--- config.mk ---
export PLATFORM = sky130hd
export DESIGN_NAME = hazard_ctrl_fsm
export DESIGN_NICKNAME = d
export VERILOG_FILES = /design/src/rtl/hazard_ctrl_fsm.sv
export SDC_FILE = /design/constraint.sdc
export NUM_CORES = 1
export LEC_CHECK = 0
export CAP_MARGIN = 20
export CORE_AREA = 2 2 72 74
export CTS_CLUSTER_DIAMETER = 150
export DETAILED_ROUTE_END_ITERATION = 6
export DIE_AREA = 0 0 74 76
export HOLD_SLACK_MARGIN = 0.12
export PLACE_DENSITY_LB_ADDON = 0.25
export SYNTH_ARGS = -nofsm -noshare
export SYNTH_HDL_FRONTEND = slang
export SYNTH_SLANG_ARGS = --single-unit
--- constraint.sdc ---
create_clock -name clk -period 1.9 [get_ports clk]
set_input_delay 0.285 -clock clk [delete_from_list [all_inputs] [get_ports clk]]
set_output_delay 0.285 -clock clk [all_outputs]
set_load 0.005 [all_outputs]
--- src/rtl/hazard_ctrl_fsm.sv ---
// Pipeline hazard controller: prioritised stall/flush generation, memory-wait FSM with timeout.
// Optional perf counters (stall_cycles, mispred_cnt) are built only when HAZ_PERF_CNT_EN is defined.
module hazard_ctrl_fsm #(
  parameter int REG_AW = 5,
  parameter int MEM_TO = 32,
  parameter int CNT_W  = 16
) (
  input  logic              clk,
  input  logic              reset,
  input  logic [REG_AW-1:0] rs_d,
  input  logic [REG_AW-1:0] rt_d,
  input  logic              branch_d,
  input  logic              jump_d,
  input  logic [REG_AW-1:0] rt_e,
  input  logic [REG_AW-1:0] writereg_e,
  input  logic              regwrite_e,
  input  logic              memtoreg_e,
  input  logic [REG_AW-1:0] writereg_m,
  input  logic              memtoreg_m,
  input  logic              memread_m,
  input  logic              memwrite_m,
  input  logic              memready_m,
  input  logic              branchtaken_e,
  input  logic              branchfound_e,
  output logic              stall_f,
  output logic              stall_d,
  output logic              stall_e,
  output logic              stall_m,
  output logic              flush_d,
  output logic              flush_e,
  output logic              flush_w,
  output logic              mispredict_e,
  output logic              mem_wait,
  output logic              mem_timeout,
  output logic [CNT_W-1:0]  stall_cycles,
  output logic [CNT_W-1:0]  mispred_cnt
);

  typedef enum logic {ST_RUN = 1'b0, ST_WAIT = 1'b1} state_t;

  state_t           state;
  logic [CNT_W-1:0] wait_cnt;
  logic             mem_op;
  logic             mem_stall;
  logic             br_haz;
  logic             lu_haz;

  function automatic logic [CNT_W-1:0] sat_inc(input logic [CNT_W-1:0] v);
    return (&v) ? v : v + CNT_W'(1);
  endfunction

  // A producer of r0 never hazards, whatever the consumers read.
  function automatic logic reg_match(input logic [REG_AW-1:0] prod,
                                     input logic [REG_AW-1:0] a,
                                     input logic [REG_AW-1:0] b);
    return (prod != '0) && ((prod == a) || (prod == b));
  endfunction

  assign mem_op    = memread_m | memwrite_m;
  assign mem_stall = mem_op & ~memready_m;
  assign br_haz    = branch_d & ((regwrite_e & reg_match(writereg_e, rs_d, rt_d)) |
                                 (memtoreg_m & reg_match(writereg_m, rs_d, rt_d)));
  assign lu_haz    = memtoreg_e & reg_match(rt_e, rs_d, rt_d);

  // A held memory op keeps E frozen, so a pending mispredict resurfaces once it completes.
  assign mispredict_e = reset & ~mem_stall & (branchtaken_e ^ branchfound_e);

  always_comb begin
    stall_f = 1'b0;
    stall_d = 1'b0;
    stall_e = 1'b0;
    stall_m = 1'b0;
    flush_d = 1'b0;
    flush_e = 1'b0;
    flush_w = 1'b0;
    if (reset) begin
      if (mem_stall) begin
        stall_f = 1'b1;
        stall_d = 1'b1;
        stall_e = 1'b1;
        stall_m = 1'b1;
        flush_w = 1'b1;
      end else if (mispredict_e) begin
        flush_d = 1'b1;
        flush_e = 1'b1;
      end else if (jump_d) begin
        flush_d = 1'b1;
      end else if (br_haz | lu_haz) begin
        stall_f = 1'b1;
        stall_d = 1'b1;
        flush_e = 1'b1;
      end
    end
  end

  always_ff @(posedge clk) begin
    if (!reset) begin
      state       <= ST_RUN;
      wait_cnt    <= '0;
      mem_wait    <= 1'b0;
      mem_timeout <= 1'b0;
    end else begin
      case (state)
        ST_RUN: begin
          if (mem_stall) begin
            state    <= ST_WAIT;
            wait_cnt <= CNT_W'(1);
            mem_wait <= 1'b1;
          end
        end
        ST_WAIT: begin
          if (memready_m || !mem_op) begin
            state    <= ST_RUN;
            wait_cnt <= '0;
            mem_wait <= 1'b0;
          end else begin
            wait_cnt <= sat_inc(wait_cnt);
            if (wait_cnt == CNT_W'(MEM_TO - 1))
              mem_timeout <= 1'b1;
          end
        end
        default: begin
          state    <= ST_RUN;
          wait_cnt <= '0;
          mem_wait <= 1'b0;
        end
      endcase
    end
  end

`ifdef HAZ_PERF_CNT_EN
  logic [CNT_W-1:0] stall_cnt_q;
  logic [CNT_W-1:0] mispred_cnt_q;

  // mispredict_e is already masked by mem_stall, so it marks exactly the priority-2 flush cycles.
  always_ff @(posedge clk) begin
    if (!reset) begin
      stall_cnt_q   <= '0;
      mispred_cnt_q <= '0;
    end else begin
      if (stall_f)
        stall_cnt_q <= sat_inc(stall_cnt_q);
      if (mispredict_e)
        mispred_cnt_q <= sat_inc(mispred_cnt_q);
    end
  end

  assign stall_cycles = stall_cnt_q;
  assign mispred_cnt  = mispred_cnt_q;
`else
  assign stall_cycles = '0;
  assign mispred_cnt  = '0;
`endif

endmodule
# Yosys cells after proc, flatten, opt, wreduce, memory -nomap -nowiden
# Index checks and enable logic that the tools add are counted.
# word_totals
mem_bits_rw,0
n_memories,0
output_inout_bits,42
input_bits,37
latchBits,0
register_bits,19
rom_bits,0
wordCells,68
# classes
div,0
bitwise_logic,15
reduce_logical,15
muxes,23
n_lt_le_gt_ge,0
add_sub_neg,1
shifts,0
n_eq_ne,10
mul,0
# op_table
op,count
$mux 16,3
$pmux 16 s2,1
$eq 5x5->1,6
$mux 1,17
$add 16x1->16 const B,1
$eq 16x5->1 const B,1
$reduce_and 16->1,1
$reduce_bool 5->1,3
$and 1x1->1,7
$logic_or 1x1->1,4
$not 1->1,4
$pmux 1 s2,2
$reduce_and 2->1,2
$logic_and 1x1->1,3
$ne 3x3->1 const B,1
$or 1x1->1,3
$reduce_and 3->1,1
$ne 2x1->1 const B,1
$ne 2x2->1 const B,1
$logic_not 1->1,1
$xor 1x1->1,1

# Logic depth before layout (Yosys ltp)
# logic_depth
depth_word,12
ltp_mapped,8
depth_no_buf,7

# Worst setup path after synthesis
# OpenSTA, ideal clock, no wires.
# synth_timing
kind,in2reg
startpoint,in memready_m
endpoint,reg wait_cnt[1]
setup_slack_ps,-120
setup_ps,115
n_path_buf,1
path_stages,8
t_required_ps,1785
t_arrival_ps,1906
path_cell_list,o21ba_2 ha_1 nand3_1 or4_4 o21bai_4 buf_6 nor2_1 o21a_1
# synth_via
elab_chain_cells,4
elab_cells_between_ends,8
cone_classes,eq/ne (2); mux (2); bitwise (2); reduce/logical (2)
# synth_rtl
item,line,source
from (decl),22,"input logic memready_m,"
$not 1->1,60,assign mem_stall = mem_op & ~memready_m;
$and 1x1->1,60,
$ne 2x2->1 (no line),n/a,
$reduce_and 2->1 (no line),n/a,
to (signal assigned),117,wait_cnt <= sat_inc(wait_cnt);
to (decl),42,logic [CNT_W-1:0] wait_cnt;
# Several ways; a longest one is shown, not always the timed one.
# A chain may end at the register's enable or synchronous reset.

# Worst setup path in the final report
# layout_timing
startpoint,in rt_e[4]
endpoint,out flush_e
# layout_via
elab_chain_cells,10
elab_cells_between_ends,12
cone_classes,eq/ne (2); mux (5); bitwise (2); reduce/logical (3)
# layout_rtl
item,line,source
from (decl),14,"input logic [REG_AW-1:0] rt_e,"
$eq 5x5->1,56,return (prod != '0) && ((prod == a) || (prod == b));
$logic_or 1x1->1,56,
$logic_and 1x1->1 (*),56,
$and 1x1->1 (*),63,"assign lu_haz = memtoreg_e & reg_match(rt_e, rs_d, rt_d);"
$or 1x1->1 (*),88,end else if (br_haz | lu_haz) begin
$mux 1 (*),88,
$mux 1 (*),86,end else if (jump_d) begin
$mux 1 (*),83,end else if (mispredict_e) begin
$mux 1 (*),77,if (mem_stall) begin
$mux 1 (*),76,if (reset) begin
to (decl),30,"output logic flush_e,"
# Every way passes the cells marked *; elsewhere a longest branch is shown, timed or not.

==> results.cfg <==
[status]
outcome = complete, but fails checks
violations = negative setup slack

[sta]
worst_slack_ns = -0.09454
skew_ns = 0.004729
post-route-period-util_pct = 105.0
rsz0062_at_grt = true
tns_ns = -0.09454
timing.final.hold_violations = 0
fmax_mhz = 501.4
period_minus_slack_ns = 1.995
slew_viol_final = 0
setup_viol_count_final = 1

[grt]
antenna_found_initial = 0
grt_pass1_vias = 1825
grt_pass1_wl_um = 8114
groute.usage.overall_pct = 17.95
grt_overflow_total = 0
grt_max_degree = 19

[route]
firstDrtPassIters = 5
drt_iter0_drc = 49
drc = 0
routed_via_density = 4.753
wl_per_cell_um = 12.63
met3_length_um = 301
route.vias.total = 1882
antenna_left = 0
wl_met2_um = 2485
top_layer = met4
routed_wl_um = 5000
wl_met1_um = 2128

[power_and_ir_drop]
finalPower_mw = 1.072
peakVddDrop_mv = 0.3756
static-leakage-power_nw = 1.087
powerDensity_nw_per_um2 = 405.0

[clock_network]
clockRootBuffer = clkbuf_8
path_clk_slew_ns = 0.07
clockBufferDepth = 2
hold_buffers = 0
cts_sinks = 19
tritoncts = done
numCtsBuffers = 3
clkLatencyLatePin_ns = 0.27
cts_htree_levels = 1

[logic_synthesis]
mappedNetlistArea_sq_um = 1818
ys_ff_latch = 19
postSynthCellCount = 230
synth-edff-count = 0
ys.flop_type = dfxtp_1
ys_types = 46
synth.avg_cell_area_sq_um = 7.904
synth_warnings = 0
async_flop_share_pct = 0
ys_seq_area_share_pct = 20.92

[floorplanning]
coreArea_sq_um = 4912
dieWidth_um = 74
die_h_um = 76
core.rowCount = 26
ios = 79
initial_core_util_pct = 37.01
die_area_sq_um = 5624

[layout]
layout-drive-gt1-share_pct = 29.14
stdcell_count = 396
antenna_cells = 0
mostFrequentLayoutCells = buf_4, conb_1, xnor2_1
syn_to_final_growth_pct = 45.56
utilization_pct = 53.87
nets = 368
mostFrequentLayoutCell = buf_4

[critical_path]
required_ns = 1.62
crit_type = primary input to output pin
arrival_ns = 1.71
cp-start-kind = primary input
rrSetupSlack_ns = 0.07
rr_startpoint = state
r2r-end = wait_cnt[1]
reg2reg_depth = 7
critPathMaxFanout = 2
cp-end-kind = output pin

[min_path]
whs_path_depth = 1
min_path_type = register to register
hold_end = mem_timeout
min-delay-start = mem_timeout

[place]
gp_congestion = 0.8869
hpwl_um = 3843
place_inst = 380
port_buffers = 46
dp_slack_ns = -0.8074

[job]
maxCapViolCount = 0
[cells in the mapped netlist (2+ instances only)]
cell type / count / area, sq um
buf_4: 35 / 262.8
xnor2_1: 31 / 271.5
dfxtp_1: 19 / 380.4
nand2_1: 18 / 67.56
nor2_1: 16 / 60.06
nand3_1: 14 / 70.07
o21ai_0: 9 / 45.04
a21oi_1: 7 / 35.03
nand4_1: 5 / 31.28
o21a_1: 5 / 37.54
o22ai_1: 5 / 31.28
ha_1: 4 / 50.05
inv_1: 4 / 15.01
nor3_1: 4 / 20.02
or3_1: 4 / 25.02
a21boi_0: 3 / 22.52
and2_1: 3 / 18.77
nand3b_1: 3 / 22.52
o311a_1: 3 / 30.03
xor2_1: 3 / 26.28
a22oi_1: 2 / 15.01
buf_6: 2 / 22.52
clkbuf_1: 2 / 7.510
nor2b_1: 2 / 12.51
nor4_1: 2 / 12.51
o211ai_1: 2 / 15.01
or3b_2: 2 / 17.52
or4_1: 2 / 15.01
or4_4: 2 / 22.52
[state kept, by name, indices dropped and copies added, names as in the netlist]
signal / flops
mem_wait: 1
state: 1
wait_cnt: 16
mem_timeout: 1
[through the flow]
| step | hold WS, ns | cell area, sq um |
|---|---|---|
| CTS | 0.4698 | 2629 |
| finish | 0.4623 | 2646 |
| floorplan | 0.4644 | 1964 |
| global placement | 0.4473 | 2535 |
| global route | 0.5074 | 2646 |
| detailed placement | 0.4521 | 2535 |
[kinds of logic (layout without fill, tap and decap cells)]
group                      count (synthesis)  after routing  synth area share, %
and+or+nand+nor                           84             84                25.05
xor gates and xnor gates                  34             34                16.38
muxes                                      1              1               0.6194
buffers and inverters                     43            108                16.93
DFF                                       19             19                20.92
other                                      1             32               0.2063
AOI/OAI and AO/OA                         44             44                17.14
adders and majority gates                  4              4                2.753
[routing by layer]
layer  up-vias  GRT usage (%)
met5         -              0
met4         0          6.364
met3         9          3.042
met2        61          31.07
met1       870          21.80
li1        942              -
[worst max-delay path, cell delays in order]
cell and delay [ns]:
buf_6 0.09, or4_1 0.51, o21a_1 0.21, a222oi_1 0.37
a21oi_1 0.10, buf_2 0.14
[timing repair]
action	4_1_cts	5_1_grt
endpoints found under the setup margin	24	10
buffers inserted	9	2
resized for setup	87	10
hold endpoints to repair	0	0
pin swaps	18	15
gates cloned	1	0
[how the worst max path moves through the flow]
| stage | endpoint | start | depth (start not counted) |
|---|---|---|---|
| after global placement | flush_e | rt_e[1] | 6 |
| after global routing | flush_e | rt_e[4] | 6 |
| after CTS | flush_e | rt_e[4] | 6 |
| after detailed placement | flush_e | rt_e[1] | 6 |
| after floorplan | wait_cnt[1] | memready_m | 8 |
| final | flush_e | rt_e[4] | 6 |
[report_power, final]
part	switching, mW	internal (mW)
clock	0.146	0.150
sequential	0.00643	0.405
combinational	0.164	0.201
[layout make-up]
cell class              count  area, sq um
clock buffers               4        45.04
fillers                   488         2266
inverters                   4        15.01
multi-input cells         199         1320
flip-flops and latches     19        381.6
well taps                  70        87.58
repair buffers            100        797.0
No activity file was read; power rests on OpenSTA's default activity.
